File: config.mk
export PLATFORM = sky130hd
export DESIGN_NAME = status_flag_unit_flat
export DESIGN_NICKNAME = d
export VERILOG_FILES = /design/src/rtl/status_flag_unit_pkg.sv /design/src/rtl/status_flag_unit_if.sv /design/src/rtl/status_flag_unit_flag_pend_tracker.sv /design/src/rtl/status_flag_unit.sv /design/src/flat_wrapper.sv
export SDC_FILE = /design/constraint.sdc
export NUM_CORES = 1
export LEC_CHECK = 0
export CAP_MARGIN = 20
export CORE_AREA = 10 10 47 49
export CTS_CLUSTER_SIZE = 20
export DETAILED_ROUTE_END_ITERATION = 8
export DIE_AREA = 0 0 57 59
export GPL_TIMING_DRIVEN = 1
export MAX_ROUTING_LAYER = met4
export PLACE_DENSITY_LB_ADDON = 0.25
export SYNTH_ARGS = -nofsm -noshare
export SYNTH_HDL_FRONTEND = slang
export SYNTH_SLANG_ARGS = --single-unit
File: constraint.sdc
create_clock -name clk -period 0.8 [get_ports clk]
set_input_delay 0.16 -clock clk [delete_from_list [all_inputs] [get_ports clk]]
set_output_delay 0.16 -clock clk [all_outputs]
set_load 0.1 [all_outputs]
File: src/rtl/status_flag_unit_pkg.sv
// Shared definitions for the status-flag unit and the condition-check stage.
// Flags are packed {Z,C,N,V}, MSB first.
package status_flag_unit_pkg;

  localparam int unsigned FLAGS_W     = 4;
  localparam int unsigned CNT_W       = 3;
  localparam int unsigned EX_DIST_MAX = 4;

  // Bit positions inside a flags word
  localparam int unsigned FLAG_Z = 3;
  localparam int unsigned FLAG_C = 2;
  localparam int unsigned FLAG_N = 1;
  localparam int unsigned FLAG_V = 0;

  // Condition field encodings
  localparam logic [3:0] COND_EQ = 4'b0000;
  localparam logic [3:0] COND_NE = 4'b0001;
  localparam logic [3:0] COND_CS = 4'b0010;
  localparam logic [3:0] COND_CC = 4'b0011;
  localparam logic [3:0] COND_MI = 4'b0100;
  localparam logic [3:0] COND_PL = 4'b0101;
  localparam logic [3:0] COND_VS = 4'b0110;
  localparam logic [3:0] COND_VC = 4'b0111;
  localparam logic [3:0] COND_HI = 4'b1000;
  localparam logic [3:0] COND_LS = 4'b1001;
  localparam logic [3:0] COND_GE = 4'b1010;
  localparam logic [3:0] COND_LT = 4'b1011;
  localparam logic [3:0] COND_GT = 4'b1100;
  localparam logic [3:0] COND_LE = 4'b1101;
  localparam logic [3:0] COND_AL = 4'b1110;

  typedef logic [FLAGS_W-1:0] flags_t;

  // Build a flags word from individual flag bits
  function automatic flags_t pack_flags(input logic z, input logic c,
                                        input logic n, input logic v);
    return {z, c, n, v};
  endfunction

endpackage

File: src/rtl/status_flag_unit_if.sv
// Pipeline-side bus of the status-flag unit.
// master: pipeline / hazard logic (drives ID/EX info, receives status)
// slave : status_flag_unit
interface status_flag_unit_if;
  import status_flag_unit_pkg::*;

  logic             freeze;
  logic             flush;
  logic             id_cond_valid;
  logic             id_s;
  logic             ex_s_valid;
  flags_t           ex_flags;
  flags_t           status_out;
  logic             flags_stall;
  logic [CNT_W-1:0] pending_cnt;

  modport master (
    output freeze, flush, id_cond_valid, id_s, ex_s_valid, ex_flags,
    input  status_out, flags_stall, pending_cnt
  );

  modport slave (
    input  freeze, flush, id_cond_valid, id_s, ex_s_valid, ex_flags,
    output status_out, flags_stall, pending_cnt
  );
endinterface

File: src/rtl/status_flag_unit_flag_pend_tracker.sv
// Shift register of in-flight flag-setting instructions between ID and EX.
// Ports:
//   clk, rst   - clock, synchronous active-low reset
//   issue_i    - a flag-setting instruction leaves ID this cycle
//   hit_o      - OR of the entries that still hazard a conditional reader
//   cnt_o      - number of occupied entries
module flag_pend_tracker
  import status_flag_unit_pkg::*;
#(
  parameter int unsigned DEPTH  = 1,
  parameter bit          BYPASS = 1'b0
) (
  input  logic             clk,
  input  logic             rst,
  input  logic             issue_i,
  output logic             hit_o,
  output logic [CNT_W-1:0] cnt_o
);

  // With bypass the EX entry (top bit) is forwarded, so it is excluded
  localparam logic [DEPTH-1:0] MASK =
    BYPASS ? DEPTH'((1 << (DEPTH - 1)) - 1) : {DEPTH{1'b1}};

  logic [DEPTH-1:0] pend_q, pend_d;

  // Shift every cycle; bubbles enter as zero
  always_comb begin
    pend_d    = '0;
    pend_d[0] = issue_i;
    for (int i = 1; i < int'(DEPTH); i++) begin
      pend_d[i] = pend_q[i-1];
    end
  end

  always_ff @(posedge clk) begin
    if (!rst) pend_q <= '0;
    else      pend_q <= pend_d;
  end

  // Population count of the tracker
  always_comb begin
    cnt_o = '0;
    for (int i = 0; i < int'(DEPTH); i++) begin
      cnt_o = cnt_o + CNT_W'(pend_q[i]);
    end
  end

  assign hit_o = |(pend_q & MASK);

endmodule

File: src/rtl/status_flag_unit.sv
// Owner of the architectural NZCV register; supplies flags to the condition
// check and stalls conditional ID instructions that would read stale flags.
// Ports:
//   clk, rst - clock, synchronous active-low reset
//   bus      - slave side of status_flag_unit_if (freeze, flush,
//              id_cond_valid, id_s, ex_s_valid, ex_flags in;
//              status_out, flags_stall, pending_cnt out)
module status_flag_unit
  import status_flag_unit_pkg::*;
#(
  parameter int unsigned EX_DIST = 1,
  parameter bit          BYPASS  = 1'b0
) (
  input  logic              clk,
  input  logic              rst,
  status_flag_unit_if.slave bus
);

  flags_t           flag_q, flag_d;
  logic             stall_c;
  logic             hit;
  logic             issue_s;
  logic [CNT_W-1:0] cnt;

  // EX always retires its own flag update, independent of ID-side hazards
  always_comb begin
    flag_d = flag_q;
    if (bus.ex_s_valid) flag_d = bus.ex_flags;
  end

  always_ff @(posedge clk) begin
    if (!rst) flag_q <= '0;
    else      flag_q <= flag_d;
  end

  assign issue_s = bus.id_s & ~bus.freeze & ~bus.flush & ~stall_c;

  flag_pend_tracker #(
    .DEPTH  (EX_DIST),
    .BYPASS (BYPASS)
  ) u_tracker (
    .clk     (clk),
    .rst     (rst),
    .issue_i (issue_s),
    .hit_o   (hit),
    .cnt_o   (cnt)
  );

  assign stall_c = bus.id_cond_valid & hit & rst;

  // Forward EX flags in the same cycle; a write under reset is ignored
  always_comb begin
    bus.status_out = flag_q;
    if (BYPASS && bus.ex_s_valid && rst) bus.status_out = bus.ex_flags;
  end

  assign bus.flags_stall = stall_c;
  assign bus.pending_cnt = cnt;

endmodule

File: src/flat_wrapper.sv
// flat-port wrapper written by rule: the top's interface ports become plain ports
module status_flag_unit_flat import status_flag_unit_pkg::*;
#(
  parameter int unsigned EX_DIST = 1,
  parameter bit          BYPASS  = 1'b0
)
  (clk, rst, bus_freeze, bus_flush, bus_id_cond_valid, bus_id_s, bus_ex_s_valid, bus_ex_flags, bus_status_out, bus_flags_stall, bus_pending_cnt);
  status_flag_unit_if bus_i ();
  input  logic clk;
  input  logic rst;
  input wire logic [$bits(bus_i.freeze)-1:0] bus_freeze;
  input wire logic [$bits(bus_i.flush)-1:0] bus_flush;
  input wire logic [$bits(bus_i.id_cond_valid)-1:0] bus_id_cond_valid;
  input wire logic [$bits(bus_i.id_s)-1:0] bus_id_s;
  input wire logic [$bits(bus_i.ex_s_valid)-1:0] bus_ex_s_valid;
  input wire logic [$bits(bus_i.ex_flags)-1:0] bus_ex_flags;
  output wire logic [$bits(bus_i.status_out)-1:0] bus_status_out;
  output wire logic [$bits(bus_i.flags_stall)-1:0] bus_flags_stall;
  output wire logic [$bits(bus_i.pending_cnt)-1:0] bus_pending_cnt;
  assign bus_i.freeze = bus_freeze;
  assign bus_i.flush = bus_flush;
  assign bus_i.id_cond_valid = bus_id_cond_valid;
  assign bus_i.id_s = bus_id_s;
  assign bus_i.ex_s_valid = bus_ex_s_valid;
  assign bus_i.ex_flags = bus_ex_flags;
  assign bus_status_out = bus_i.status_out;
  assign bus_flags_stall = bus_i.flags_stall;
  assign bus_pending_cnt = bus_i.pending_cnt;
  status_flag_unit #(.EX_DIST(EX_DIST), .BYPASS(BYPASS)) u_core (.clk(clk), .rst(rst), .bus(bus_i));
endmodule
==> results_dict.tcl <==
set metrics [dict create \
    finalWorstSetupSlack_ns -0.293 \
    antenna_found_initial 0 \
    dr.first_iter.drc_count 0 \
    grt_pass1_vias 254 \
    yosysUniqueCellTypes 9 \
    io_pins 19 \
    crit_path_end "bus_flags_stall" \
    grt_max_degree 6 \
    final_cell_mix "clkdlybuf4s50_1 (7), buf_12 (6), mux2i_1 (4), nor2b_1 (4), dfxtp_4 (4)" \
    hold_ws_ns 0.234 \
    crit_fanout 2 \
    root_buffer "clkbuf_4" \
    num_rows 14 \
    cts.clk_slew.worst_paths_ns 0.04 \
    fmax_mhz 915 \
    port_buffers 16 \
    synth_top_area_cell "dfxtp_1" \
    hold_class "input port to register" \
    r2r-end "u_core.bus.status_out[0]" \
    drv_cap 0 \
    num_antenna_cells 0 \
    total_power_mw 0.846 \
    finalCritPeriodShare_pct 137 \
    seq_area_frac_synth_pct 44.4 \
    area_growth_pct 119 \
    hold_path_depth 2 \
    post_drt_wl_per_cell_um 12.8 \
    status "finished with violations" \
    seqPwrFrac_pct 32.1 \
    power.internal_mw 0.558 \
    drive_gt1_share_pct 42.5 \
    pre_cts_slack_ns -0.380 \
    switchingPower_mw 0.288 \
    htree_levels 1 \
    comb_power_share_pct 33.1 \
    synth.cell_area_um2 225 \
    placedInstanceArea_um2 470 \
    core_um2 1400 \
    final-hold-violation-count 0 \
    violations "setup timing" \
    ctsHoldBuffers 0 \
    setup_tns_ns -0.996 \
    endpoint_kind "primary output" \
    place.gp.congestion 0.656 \
    synth.top_cell.area_share_pct 44.4 \
    grt_pass1_wl_mm 1.21 \
    yosys-top-cells-area "dfxtp_1 (44%), mux2i_1 (18%), nor2b_1 (11%), buf_4 (10%), buf_6 (5.0%)" \
    critPathLaunch "u_core.u_tracker.hit_o" \
    ant_nets 0 \
    die_h_um 59 \
    overflow 0 \
    clockPowerShare_pct 34.8 \
    firstDrtPassIters 1 \
    critPathRequiredTime_ns 0.64 \
    viasPerCell 3.84 \
    cts_tree "built" \
    yosys_warnings 0 \
    ff2ff_setup_slack_ns 0.15 \
    drc 0 \
    leakage_nw 0.209 \
    syn_avg_cell_area_um2 10.7 \
    vias 215 \
    crit_path_start_kind "register" \
    path_class "register to primary output" \
    cp_cell_sequence "and3_4, buf_12" \
    vdd_drop_max_v 0.000471 \
    crit_arrival_ns 0.93 \
    die_width_um 57 \
    cp_slowest_cell "dfxtp_2" \
    layout_commonest_cell "clkdlybuf4s50_1" \
    synth_seq_cells 5 \
    setup_violations 6 \
    syn_inst 21 \
    place_hpwl_um 628 \
    dieArea_um2 3360 \
    cts_inserted_buffers 3 \
    clk_latency_ns 0.24 \
    skew_ns 0 \
    rsz0062_at_grt "yes" \
    initial_core_util_pct 16.1 \
    reg2reg_from "u_core.bus.status_out[0]" \
    power.density_nw_per_um2 1710 \
    cts_setup_buffers 0 \
    slowest_delay_ns 0.33 \
    fin_crit_ns 1.09 \
    cts.sinks 5 \
    wirelength_um 714 \
    clockBufferDepth 2 \
    timing.final.max_slew_violations 0 \
    r2r_cells 2 \
    finalNetCount 52 \
    gr-usage-all-layers_pct 5.32 \
    sw_frac_of_total_pct 34.0 \
    final_area_um2 494 \
]
[flip-flops by register name (all words and copies together) (netlist names)]
signal / cells
u_core.bus.status_out: 4
u_core.u_tracker.hit_o: 1
[worst min path at each step]
stage                                        start                       end
after detailed placement  u_core.bus.status_out[2]  u_core.bus.status_out[2]
after CTS                        bus_id_cond_valid    u_core.u_tracker.hit_o
after global placement    u_core.bus.status_out[1]  u_core.bus.status_out[1]
after floorplan                  bus_id_cond_valid    u_core.u_tracker.hit_o
final                            bus_id_cond_valid    u_core.u_tracker.hit_o
after global routing             bus_id_cond_valid    u_core.u_tracker.hit_o
[layout make-up]
type / count / area (um^2)
Clock buffer: 4 / 26.3
Fill cell: 159 / 907
Tap cell: 16 / 20.0
Multi-Input combinational cell: 13 / 100
Sequential cell: 5 / 116
Timing Repair Buffer: 18 / 231
[metal layers]
layer	GRT usage (%)	share of wire (%)	wire [um]	vias to the layer above
li1	-	-	-	102
met4	6.04	4.1	29	0
met1	4.85	41	291	92
met2	6.67	42	299	18
met3	3.86	13	94	3
met5	-	0	0	-
[cells by family after synthesis]
kind of cell           count (synthesis)  synth area share [%]
DFF                                    5                  44.4
and+or+nand+nor                        6                  18.9
other                                  1                  1.67
buffers and inverters                  4                  15.0
muxes                                  4                  17.8
AOI/OAI and AO/OA                      1                  2.22
[synth_stat cells]
master	instances
dfxtp_1	5
nand4bb_1	1
a21oi_1	1
buf_4	3
conb_1	1
buf_6	1
nor2b_1	4
mux2i_1	4
and3_1	1
[through the flow]
stage | utilization [%] | cells
3_5_place_dp | 33.6 | 52
2_1_floorplan | - | 22
4_1_cts | 35.3 | 56
6_report | 35.3 | 56
5_1_grt | 35.3 | 56
3_3_place_gp | 33.6 | 52
[repair_timing]
action,CTS,global route
resized for setup,4,0
pin swaps,1,0
setup endpoints to repair,11,6
[power by group through the flow]
stage	clock, mW	combinational [mW]	sequential (mW)
floorplan	0	0.0957	0.356
global placement	0	0.285	0.275
detailed placement	0	0.287	0.277
CTS	0.312	0.283	0.272
global route	0.341	0.293	0.274
finish	0.294	0.280	0.272
[worst max-delay path, delay by kind of cell, from the launching register on]
kind,cells,cell delay [ns]
buffers and inverters,1,0.17
DFF,1,0.33
and+or+nand+nor,1,0.19
Power figures use the tool's default switching activity.
